===== config.mk =====
export PLATFORM = sky130hd
export DESIGN_NAME = clause_processor_scheduler
export DESIGN_NICKNAME = d
export VERILOG_FILES = /design/src/rtl/clause_processor_scheduler.sv
export SDC_FILE = /design/constraint.sdc
export NUM_CORES = 1
export LEC_CHECK = 0
export ABC_CLOCK_PERIOD_IN_PS = 5050
export BUFFER_PORTS_ARGS = -buffer_cell sky130_fd_sc_hd__buf_4
export CAP_MARGIN = 20
export CORE_AREA = 2 2 86 88
export CTS_CLUSTER_SIZE = 28
export DETAILED_ROUTE_END_ITERATION = 12
export DIE_AREA = 0 0 88 90
export HOLD_SLACK_MARGIN = 0.12
export PLACE_DENSITY = 0.7
export SYNTH_ARGS = -nofsm -noshare
export SYNTH_HDL_FRONTEND = slang
export SYNTH_SLANG_ARGS = --single-unit

===== constraint.sdc =====
create_clock -name clk -period 5.05 [get_ports clk]
set_input_delay 0.7575 -clock clk [delete_from_list [all_inputs] [get_ports clk]]
set_output_delay 0.7575 -clock clk [all_outputs]
set_load 0.02 [all_outputs]

===== src/rtl/clause_processor_scheduler.sv =====
// rtl/clause_processor_scheduler.sv - round-robin, credit-metered literal issue into a shared clause processor
//
// Ports:
//   clk, reset          clock, synchronous active-high reset
//   req_valid_i         per-lane literal pending
//   req_literal_i       per-lane literal, lane i at slice i
//   req_ready_o         one-hot accept strobe (combinational)
//   literal_o           registered literal into the clause processor
//   literal_valid_o     literal_o valid this cycle
//   grant_id_o          lane that owns literal_o
//   result_ack_i        one pipeline result consumed; returns a credit
//   result_id_o         lane owning the oldest outstanding result
//   result_id_valid_o   at least one result outstanding
//   flush_i             single-cycle flush request
//   credits_o           free credits
//   busy_o              not idle or results outstanding
module clause_processor_scheduler #(
  parameter int NUM_REQ               = 4,
  parameter int LITERAL_ADDRESS_WIDTH = 11,
  parameter int CREDITS               = 8,
  parameter int ID_BITS               = $clog2(NUM_REQ),
  parameter int CREDIT_BITS           = $clog2(CREDITS) + 1
) (
  input  logic                                           clk,
  input  logic                                           reset,
  input  logic [NUM_REQ-1:0]                             req_valid_i,
  input  logic [NUM_REQ*(LITERAL_ADDRESS_WIDTH+1)-1:0]   req_literal_i,
  output logic [NUM_REQ-1:0]                             req_ready_o,
  output logic [LITERAL_ADDRESS_WIDTH:0]                 literal_o,
  output logic                                           literal_valid_o,
  output logic [ID_BITS-1:0]                             grant_id_o,
  input  logic                                           result_ack_i,
  output logic [ID_BITS-1:0]                             result_id_o,
  output logic                                           result_id_valid_o,
  input  logic                                           flush_i,
  output logic [CREDIT_BITS-1:0]                         credits_o,
  output logic                                           busy_o
);

  localparam int LW       = LITERAL_ADDRESS_WIDTH + 1;
  localparam int PTR_BITS = $clog2(CREDITS);
  localparam logic [CREDIT_BITS-1:0] CREDITS_FULL = CREDIT_BITS'(CREDITS);
  localparam logic [ID_BITS-1:0]     LAST_INIT    = ID_BITS'(NUM_REQ - 1);

  typedef enum logic [1:0] {ST_IDLE, ST_RUN, ST_FLUSH} state_t;

  state_t                  state_q, state_d;
  logic [CREDIT_BITS-1:0]  credits_q, credits_d;
  logic [ID_BITS-1:0]      last_grant_q, last_grant_d;
  logic [LW-1:0]           literal_q, literal_d;
  logic                    literal_valid_q, literal_valid_d;
  logic [ID_BITS-1:0]      grant_id_q, grant_id_d;
  logic [PTR_BITS-1:0]     wr_ptr_q, wr_ptr_d;
  logic [PTR_BITS-1:0]     rd_ptr_q, rd_ptr_d;
  logic [ID_BITS-1:0]      tag_mem_q [CREDITS];
  logic [ID_BITS-1:0]      tag_mem_d [CREDITS];

  logic [LW-1:0]           lane_lit [NUM_REQ];
  logic                    arb_found;
  logic [ID_BITS-1:0]      arb_grant;
  logic [ID_BITS-1:0]      arb_cand;
  logic                    fifo_empty;
  logic                    issue;
  logic                    ack_eff;

  for (genvar i = 0; i < NUM_REQ; i++) begin : g_lane_lit
    assign lane_lit[i] = req_literal_i[i*LW +: LW];
  end

  // Rotating priority: first valid lane at or after last_grant+1.
  always_comb begin
    arb_found = 1'b0;
    arb_grant = '0;
    arb_cand  = '0;
    for (int off = 0; off < NUM_REQ; off++) begin
      arb_cand = ID_BITS'((int'(last_grant_q) + 1 + off) % NUM_REQ);
      if (!arb_found && req_valid_i[arb_cand]) begin
        arb_found = 1'b1;
        arb_grant = arb_cand;
      end
    end
  end

  // Outstanding tag count is CREDITS - credits, so the FIFO needs no counter.
  assign fifo_empty = (credits_q == CREDITS_FULL);
  assign issue      = (state_q != ST_FLUSH) && !flush_i && (credits_q != '0) && arb_found;
  // An ack with nothing outstanding is dropped so credits never exceed CREDITS.
  assign ack_eff    = result_ack_i && !fifo_empty;

  always_comb begin
    state_d         = state_q;
    credits_d       = credits_q;
    last_grant_d    = last_grant_q;
    literal_d       = literal_q;
    literal_valid_d = 1'b0;
    grant_id_d      = grant_id_q;
    wr_ptr_d        = wr_ptr_q;
    rd_ptr_d        = rd_ptr_q;
    tag_mem_d       = tag_mem_q;
    req_ready_o     = '0;

    if (issue) begin
      req_ready_o[arb_grant] = 1'b1;
      literal_d              = lane_lit[arb_grant];
      grant_id_d             = arb_grant;
      literal_valid_d        = 1'b1;
      last_grant_d           = arb_grant;
      tag_mem_d[wr_ptr_q]    = arb_grant;
      wr_ptr_d               = wr_ptr_q + 1'b1;
    end

    if (ack_eff) begin
      rd_ptr_d = rd_ptr_q + 1'b1;
    end

    if (issue && !ack_eff) begin
      credits_d = credits_q - 1'b1;
    end else if (!issue && ack_eff) begin
      credits_d = credits_q + 1'b1;
    end

    if (flush_i) begin
      state_d = ST_FLUSH;
    end else begin
      case (state_q)
        ST_IDLE:  if (|req_valid_i) state_d = ST_RUN;
        ST_RUN:   if (!(|req_valid_i) && (credits_q == CREDITS_FULL)) state_d = ST_IDLE;
        // Exit on the post-ack credit value so the final ack ends the flush.
        ST_FLUSH: if (credits_d == CREDITS_FULL) state_d = ST_IDLE;
        default:  state_d = ST_IDLE;
      endcase
    end
  end

  always_ff @(posedge clk) begin
    if (reset) begin
      state_q         <= ST_IDLE;
      credits_q       <= CREDITS_FULL;
      last_grant_q    <= LAST_INIT;
      literal_q       <= '0;
      literal_valid_q <= 1'b0;
      grant_id_q      <= '0;
      wr_ptr_q        <= '0;
      rd_ptr_q        <= '0;
      tag_mem_q       <= '{default: '0};
    end else begin
      state_q         <= state_d;
      credits_q       <= credits_d;
      last_grant_q    <= last_grant_d;
      literal_q       <= literal_d;
      literal_valid_q <= literal_valid_d;
      grant_id_q      <= grant_id_d;
      wr_ptr_q        <= wr_ptr_d;
      rd_ptr_q        <= rd_ptr_d;
      tag_mem_q       <= tag_mem_d;
    end
  end

  assign literal_o         = literal_q;
  assign literal_valid_o   = literal_valid_q;
  assign grant_id_o        = grant_id_q;
  assign result_id_o       = tag_mem_q[rd_ptr_q];
  assign result_id_valid_o = !fifo_empty;
  assign credits_o         = credits_q;
  assign busy_o            = (state_q != ST_IDLE) || !fifo_empty;

endmodule


== Yosys cells after proc, flatten, opt, wreduce, memory -nomap -nowiden ==
Index checks and enable logic that the tools add are counted.

* Bitwise logic cells: 3
* Add/sub/neg operators: 8
* Reduce and logical (&&, ||, !) cells: 28
* Eq/ne operators: 11
* $lt $le $gt $ge: 10
* Muxes and demuxes: 36

{| class="wikitable"
|+ Operators by type and width
! kind !! count
|-
| $bmux W12 S2 || 1
|-
| $mux W12 || 2
|-
| $mux W2 || 11
|-
| $bwmux W16 || 1
|-
| $lt A2 B3 Y1 const B || 5
|-
| $logic_and A1 B1 Y1 || 12
|-
| $mux W4 || 3
|-
| $mux W1 || 10
|-
| $ne A3 B3 Y1 const B || 3
|-
| $bmux W1 S2 || 4
|-
| $eq A4 B4 Y1 const B || 2
|-
| $ge A4 B4 Y1 const B || 2
|-
| $logic_not A1 Y1 || 8
|-
| $ne A2 B2 Y1 const B || 4
|-
| $not A3 Y4 || 2
|-
| $add A2 B2 Y2 const B || 3
|-
| $add A3 B1 Y3 const B || 2
|-
| $bmux W2 S3 || 1
|-
| $demux W2 S3 || 1
|-
| $pmux W2 S3 || 1
|-
| $reduce_and A3 Y1 || 2
|-
| $add A4 B1 Y4 const B || 1
|-
| $lt A4 B1 Y1 const B || 1
|-
| $reduce_bool A4 Y1 || 1
|-
| 13 further kinds || 13
|}

* Input port bits: 56
* Word-level logic and storage cells: 113
* Output and inout port bits: 27
* Bits in registers: 45

== Depth between registers and ports, before layout ==
Gate-level depths: netlist of the first run.

* Depth in word-level cells: 22
* Mapped depth: 9
* Mapped depth without buffers: 7

== Worst setup path before layout of the first run ==
No wires, ideal clock.

* Path type: register to output
* Start point: register credits_q[0], in the netlist credits_o[0]
* End point: output req_ready_o[1]
* Setup slack: 1.781 ns
* Cell stages (with the launch flop): 9
* Path buffers: 3
* Data arrival time: 2.511 ns
* Required time: 4.293 ns
* Cell sequence: dfxtp_1 -> inv_1 -> ha_1 -> nor3b_1 -> or4_1 -> buf_6 -> buf_2 -> buf_2 -> nor3b_1

* Cells in the longest elaborated chain, start to end: 4

{| class="wikitable"
|+ RTL lines
! element !! RTL line !! RTL
|-
| start: declaration || 48 || <nowiki>logic [CREDIT_BITS-1:0] credits_q, credits_d;</nowiki>
|-
| start signal: assignment || 148 || <nowiki>credits_q <= credits_d;</nowiki>
|-
| $reduce_bool A4 Y1 || 86 || <nowiki>assign issue = (state_q != ST_FLUSH) && !flush_i && (credits_q != '0) && arb_found;</nowiki>
|-
| $logic_and A1 B1 Y1 (2 in a row) || 86 ||
|-
| $mux W4 || 102 || <nowiki>if (issue) begin</nowiki>
|-
| end: declaration || 28 || <nowiki>output logic [NUM_REQ-1:0] req_ready_o,</nowiki>
|}

No other way between the ends.

== Worst setup path after layout of the first run ==
* Start point: register credits_q[0], in the netlist credits_o[0]
* End point: output req_ready_o[2]

Same word-level chain as after synthesis.

==> metrics.txt, run 1 <==
Post-Synth Simple-Gate Area 22.6%; Yosys reg bits 45; Worst-Margin Slew 0.993 ns; Placer Congestion 0.779; # H-tree levels 2; Sequential Power Share 37.8%; Synth Area in Adders 2.01%; IO Port Bufs 82; most frequent cells in the layout buf_4, dfxtp_1, mux2i_1; Cells after Synth 259; Worst-Skew Late Latency 0.30 ns; LEAKAGE 1.39 nW; hpwl dp 4400 um; largest cells by area after synthesis dfxtp_1, mux2i_1, nor2_1; die extent in y 90 um; Syn Area/Cell 9.62 sq um; first-pass GRT wire length 9820 um; CTS resizes 0; setup_tns 0 ns; final slew viol count 0; P&R area growth vs syn 31.3%; Comb power frac 40.2%; XOR/XNOR Fraction of Synth Area 2.11%; largest family of logic cells by synthesized area simple AND/OR/NAND/NOR gates; syn_nets 319; Hold Path Class flip-flop to flip-flop; most common cell after layout, fill and taps aside buf_4; gr usage total 15.3%; Core Area 0.00702 sq mm; Overflow after GRT 0; WP data required 4.29 ns; first-pass iteration count of the detailed router 5; Crit path max-delay family simple AND/OR/NAND/NOR gates; CP Max Fanout 18; ys async rst share 0%; hold buffers post-CTS 0; Routed WL per cell 13.9 um; fillers 698; Pwr per Cell Area 384 mW/mm^2; DRC violations left 0; period utilization 66.3%; fin nets 389; Util after Layout 46.6%; crit path DAT 2.59 ns; RSZ-0062 raised after global routing false; min Tclk post-route 3.35 ns; setup repair bufs after CTS 0; vias 2129; leading area contributor after synthesis dfxtp_1; clock share of power 22.0%; Sw Share 37.4%; Max Freq 299 MHz; layout cells sized above 1 33.3%; clock sinks 45; multiplexer share of the synthesized area 21.0%; mapped cell area 0.00249 sq mm; Die ar. 0.00792 sq mm; post-synthesis compound-gate area fraction 10.9%; # rows 31; Clock Pin Slew Worst Setup and Hold Paths 0.08 ns; largest net degree at the start of global routing 46; synth unique cells 47; Primary FF master, synth dfxtp_1; area occupied by registers 901 sq um; Critical-path top delay cell nor4_4; CP startpoint kind flip-flop; Worst slew margin 33.3%; Setup crit end kind output pin; slowest stage delay, CP 0.76 ns; Multi-input gate area 0.00147 sq mm; sequential area share after synthesis 36.1%; yosys synthesis warning count 0; Final setup violation count 0; DR iter-0 viols 95; I/O pins 83; initial antenna violation count 0; antenna viol nets, final 0; critical path cell sequence inv_1, ha_1, nor3b_1, nor4_4, nand2_1, nor2_1, buf_4; Starting Density 35.5%; Num CTS Buffers 5; post-synth top area share 36.1%; Max Cap Viol 0; Worst VDD drop 0.151 mV; P_sw 0.470 mW; Vias/cell 4.96; vias in the first global route 2073; Max Root-Sink Buffers 2; Setup Skew 0.00522 ns; Routed Wire Length 5950 um; clock root cell clkbuf_8; CTS tree yes; status completed; EDFF count, synth 0; buffers and inverters on the worst path 2; die width 88 um; CP Class flip-flop to output pin; Fin. Hold Viols 0; cell internal pwr 0.787 mW; antenna diode count 0
-- registers in the layout, indices dropped and copies added (netlist names) --
register / flops
literal_valid_o: 1
grant_id_o: 2
rd_ptr_q: 3
credits_o: 4
wr_ptr_q: 3
state_q: 2
last_grant_q: 2
literal_o: 12
tag_mem_q: 16
-- per-layer routing --
metal	vias up	wire length (um)	GRT usage [%]
met1	998	2730	21.0
met4	0	42	3.46
li1	1088	-	-
met5	-	0	0
met3	2	197	2.85
met2	41	2970	24.9
-- cell usage after synthesis (2+ instances only) --
cell      instances
o21ai_0           4
dfxtp_1          45
a21oi_1          10
nand4_1           4
nand3_1           3
mux4_2            4
clkbuf_1          7
nor4b_4           2
ha_1              4
nand2_1          15
mux2_2            2
o221ai_1         12
xnor2_1           2
nand3b_1         13
nor4_4            2
xor2_1            4
buf_1             2
nor3_1            5
nor2_1           29
o211ai_1          2
nor3b_1           2
a311oi_1          2
or4_1             2
inv_1             6
mux2i_1          41
buf_2            10
nand2b_1          4
nand4b_1          2
-- power by group through the flow --
stage | Clock (mW) | Sequential (mW) | Combinational [mW]
floorplan | 0 | 0.487 | 0.334
global placement | 0 | 0.480 | 0.502
detailed placement | 0 | 0.483 | 0.509
CTS | 0.283 | 0.475 | 0.510
global route | 0.301 | 0.487 | 0.558
finish | 0.276 | 0.475 | 0.505
-- logic make-up (layout without fill, tap and decap cells) --
group | count (synthesis) | in the layout
AND/OR/NAND/NOR | 91 | 91
multiplexers | 47 | 47
flip-flops | 45 | 45
AO/OA/AOI/OAI | 38 | 38
buffers and inverters | 28 | 99
XOR/XNOR | 6 | 6
adder cells (fa/ha/maj) | 4 | 4
-- final cells by class --
type                    count  area share, %
repair buffers             85           19.5
well taps                  99           3.78
flip-flops and latches     45           27.5
clock inverters             3           1.41
clock buffers               5           2.10
inverters                   6          0.688
multi-input cells         186           45.0
-- final timing paths --
path / slack, ns / cells after the start / to / from
max reg2reg: 2.22 / 8 / tag_mem_q[7] / credits_o[0]
max: 1.70 / 7 / req_ready_o[2] / credits_o[0]
min: 0.47 / 1 / state_q[0] / state_q[1]
min reg2reg: 0.47 / 1 / state_q[0] / state_q[1]
-- worst reg2reg max path, delay by kind of cell (launching register included) --
| kind | cells | cell delay [ns] |
|---|---|---|
| fa+ha+maj | 1 | 0.26 |
| buf+inv | 2 | 0.45 |
| mux | 1 | 0.22 |
| flops | 1 | 0.47 |
| simple gates | 4 | 1.33 |
-- per-stage QoR --
step                      hold slack, ns  cell area, sq um  worst slack, ns  total power [mW]  std cells
final                              0.466              3270             1.70              1.26        429
after global routing               0.502              3270             1.46              1.35        429
after CTS                          0.475              3270             1.71              1.27        429
after detailed placement           0.462              3160             1.98             0.992        421
after global placement             0.447              3160             1.96             0.982        421
after floorplan                    0.421              2490             1.78             0.822        259
No activity file was read; power rests on OpenSTA's default activity.
==> run 2: changes to the inputs <==
Settings changed: ABC_CLOCK_PERIOD_IN_PS 5050 to 3200.
Clock period 5.05 ns to 3.2 ns, I/O delays scaled along.
==> run 2 against run 1 <==
  * Power increased by 55%
  * Flip-flop and latch count stayed put
  * Via count rose by 3.2%
  * Clock power grew 40%
  * Critical path type unchanged
  * Global-route usage grew 1.0 points
  * Highest routed layer unchanged
  * Non-clock buffer count increased by 2
  * Clock skew grew 0.0011 ns
  * Largest power group unchanged
  * Combinational power rose by 62%
  * Final cell count up 0.47%
==> metrics.txt, run 2 (same netlist as run 1, synthesis figures left out) <==
hold buffers post-CTS 0; CTS resizes 0; layout cells sized above 1 33.7%; hpwl dp 4680 um; P&R area growth vs syn 31.4%; Worst slew margin 58.6%; DR iter-0 viols 136; Routed WL per cell 14.6 um; Max Root-Sink Buffers 2; Max Cap Viol 0; vias 2198; WP data required 2.72 ns; setup_tns 0 ns; CP Class flip-flop to output pin; IO Port Bufs 82; Setup crit end kind output pin; first-pass iteration count of the detailed router 4; Num CTS Buffers 5; Core Area 0.00702 sq mm; most common cell after layout, fill and taps aside buf_4; status completed; Setup Skew 0.00636 ns; Critical-path top delay cell or4_1; most frequent cells in the layout buf_4, dfxtp_1, mux2i_1; fillers 659; max FFs per register 16; Pwr per Cell Area 597 mW/mm^2; LEAKAGE 1.40 nW; Overflow after GRT 0; Hold Path Class input pin to flip-flop; gr usage total 16.4%; Clock Pin Slew Worst Setup and Hold Paths 0.09 ns; Hold Path Sink state_q[0]; DRC violations left 0; CP startpoint kind flip-flop; reg2reg end tag_mem_q[11]; Place WS 0.583 ns; # rows 31; number of cells on the worst hold path 2; CP Max Fanout 9; most flop-heavy register tag_mem_q; die extent in y 90 um; min Tclk post-route 2.89 ns; R2R Path Start credits_o[0]; Crit path max-delay family simple AND/OR/NAND/NOR gates; clock sinks 45; Worst path most repeated cell nor3b_1; Die ar. 0.00792 sq mm; Final Cell Area 0.00327 sq mm; crit path DAT 2.41 ns; Worst-Margin Slew 0.616 ns; R2R Setup Slk 0.56 ns; setup repair bufs after CTS 0; # H-tree levels 2; period utilization 90.4%; largest net degree at the start of global routing 46; antenna viol nets, final 0; fin nets 391; RSZ-0062 raised after global routing false; Vias/cell 5.10; final slew viol count 0; die width 88 um; clock root cell clkbuf_8; reg2reg path depth 8; antenna diode count 0; buffers and inverters on the worst path 2; I/O pins 83; Fin. Hold Viols 0; placed inst area 0.00317 sq mm; Placer Congestion 0.846; final worst setup slack 0.307 ns; Final setup violation count 0; Routed Wire Length 6280 um; first-pass GRT wire length 10500 um; Max Freq 346 MHz; initial antenna violation count 0; Worst-Skew Late Latency 0.29 ns; Starting Density 35.5%; slowest stage delay, CP 0.67 ns; min-delay src flush_i; CTS tree yes; Worst VDD drop 0.203 mV; vias in the first global route 2190; critical path cell sequence inv_1, ha_1, nor3b_1, or4_1, nor3b_1, buf_4
-- run 2: cell count changes in the layout (fill, tap and decap cells not counted) --
cell / change
buf_4: +2
bufinv_16: -1
clkbuf_8: +2
clkinv_2: +1
clkinv_4: -1
clkinvlp_4: -1
-- run 2: per-stage QoR --
step / utilization, % / power (mW) / hold WS [ns] / cells
6_report: 46.6 / 1.95 / 0.415 / 431
5_1_grt: 46.6 / 2.08 / 0.402 / 431
4_1_cts: 46.6 / 1.97 / 0.407 / 431
3_5_place_dp: 45.2 / 1.58 / 0.445 / 423
3_3_place_gp: 45.2 / 1.56 / 0.436 / 423
2_1_floorplan: - / 1.30 / 0.421 / 259
-- run 2: report_power, final --
group          total (mW)  switching (mW)  internal, mW
Sequential          0.749           0.109         0.640
Clock               0.387           0.191         0.195
Combinational       0.818           0.444         0.375
Total                1.95           0.745          1.21
-- run 2: routing by layer --
metal / wire (um) / track usage [%] / up-vias / share of wire, %
met4: 64 / 4.23 / 0 / 1.0
met3: 315 / 3.03 / 4 / 5.0
met2: 3080 / 26.0 / 56 / 49
met1: 2820 / 22.7 / 1052 / 45
met5: 0 / 0 / - / 0
li1: - / - / 1086 / -
-- run 2: how the worst max path moves through the flow --
stage                  from              to  slack, ns  depth (start not counted)
4_1_cts        credits_o[0]  req_ready_o[1]       0.30                          6
3_5_place_dp   credits_o[0]   tag_mem_q[11]       0.58                          8
3_3_place_gp   credits_o[0]   tag_mem_q[10]       0.67                          8
5_1_grt        credits_o[0]  req_ready_o[1]       0.17                          6
6_report       credits_o[0]  req_ready_o[1]       0.31                          6
2_1_floorplan  credits_o[0]  req_ready_o[1]       0.21                          8
-- run 2: area by class of cell --
class	count	area (sq um)	share of cell area, %
clock buffer	7	96.3	2.94
tap	99	124	3.78
sequential	45	901	27.5
multi-input combinational	186	1470	45.0
inverter	6	22.5	0.688
timing repair buffer	87	653	19.9
clock inverter	1	5.00	0.153
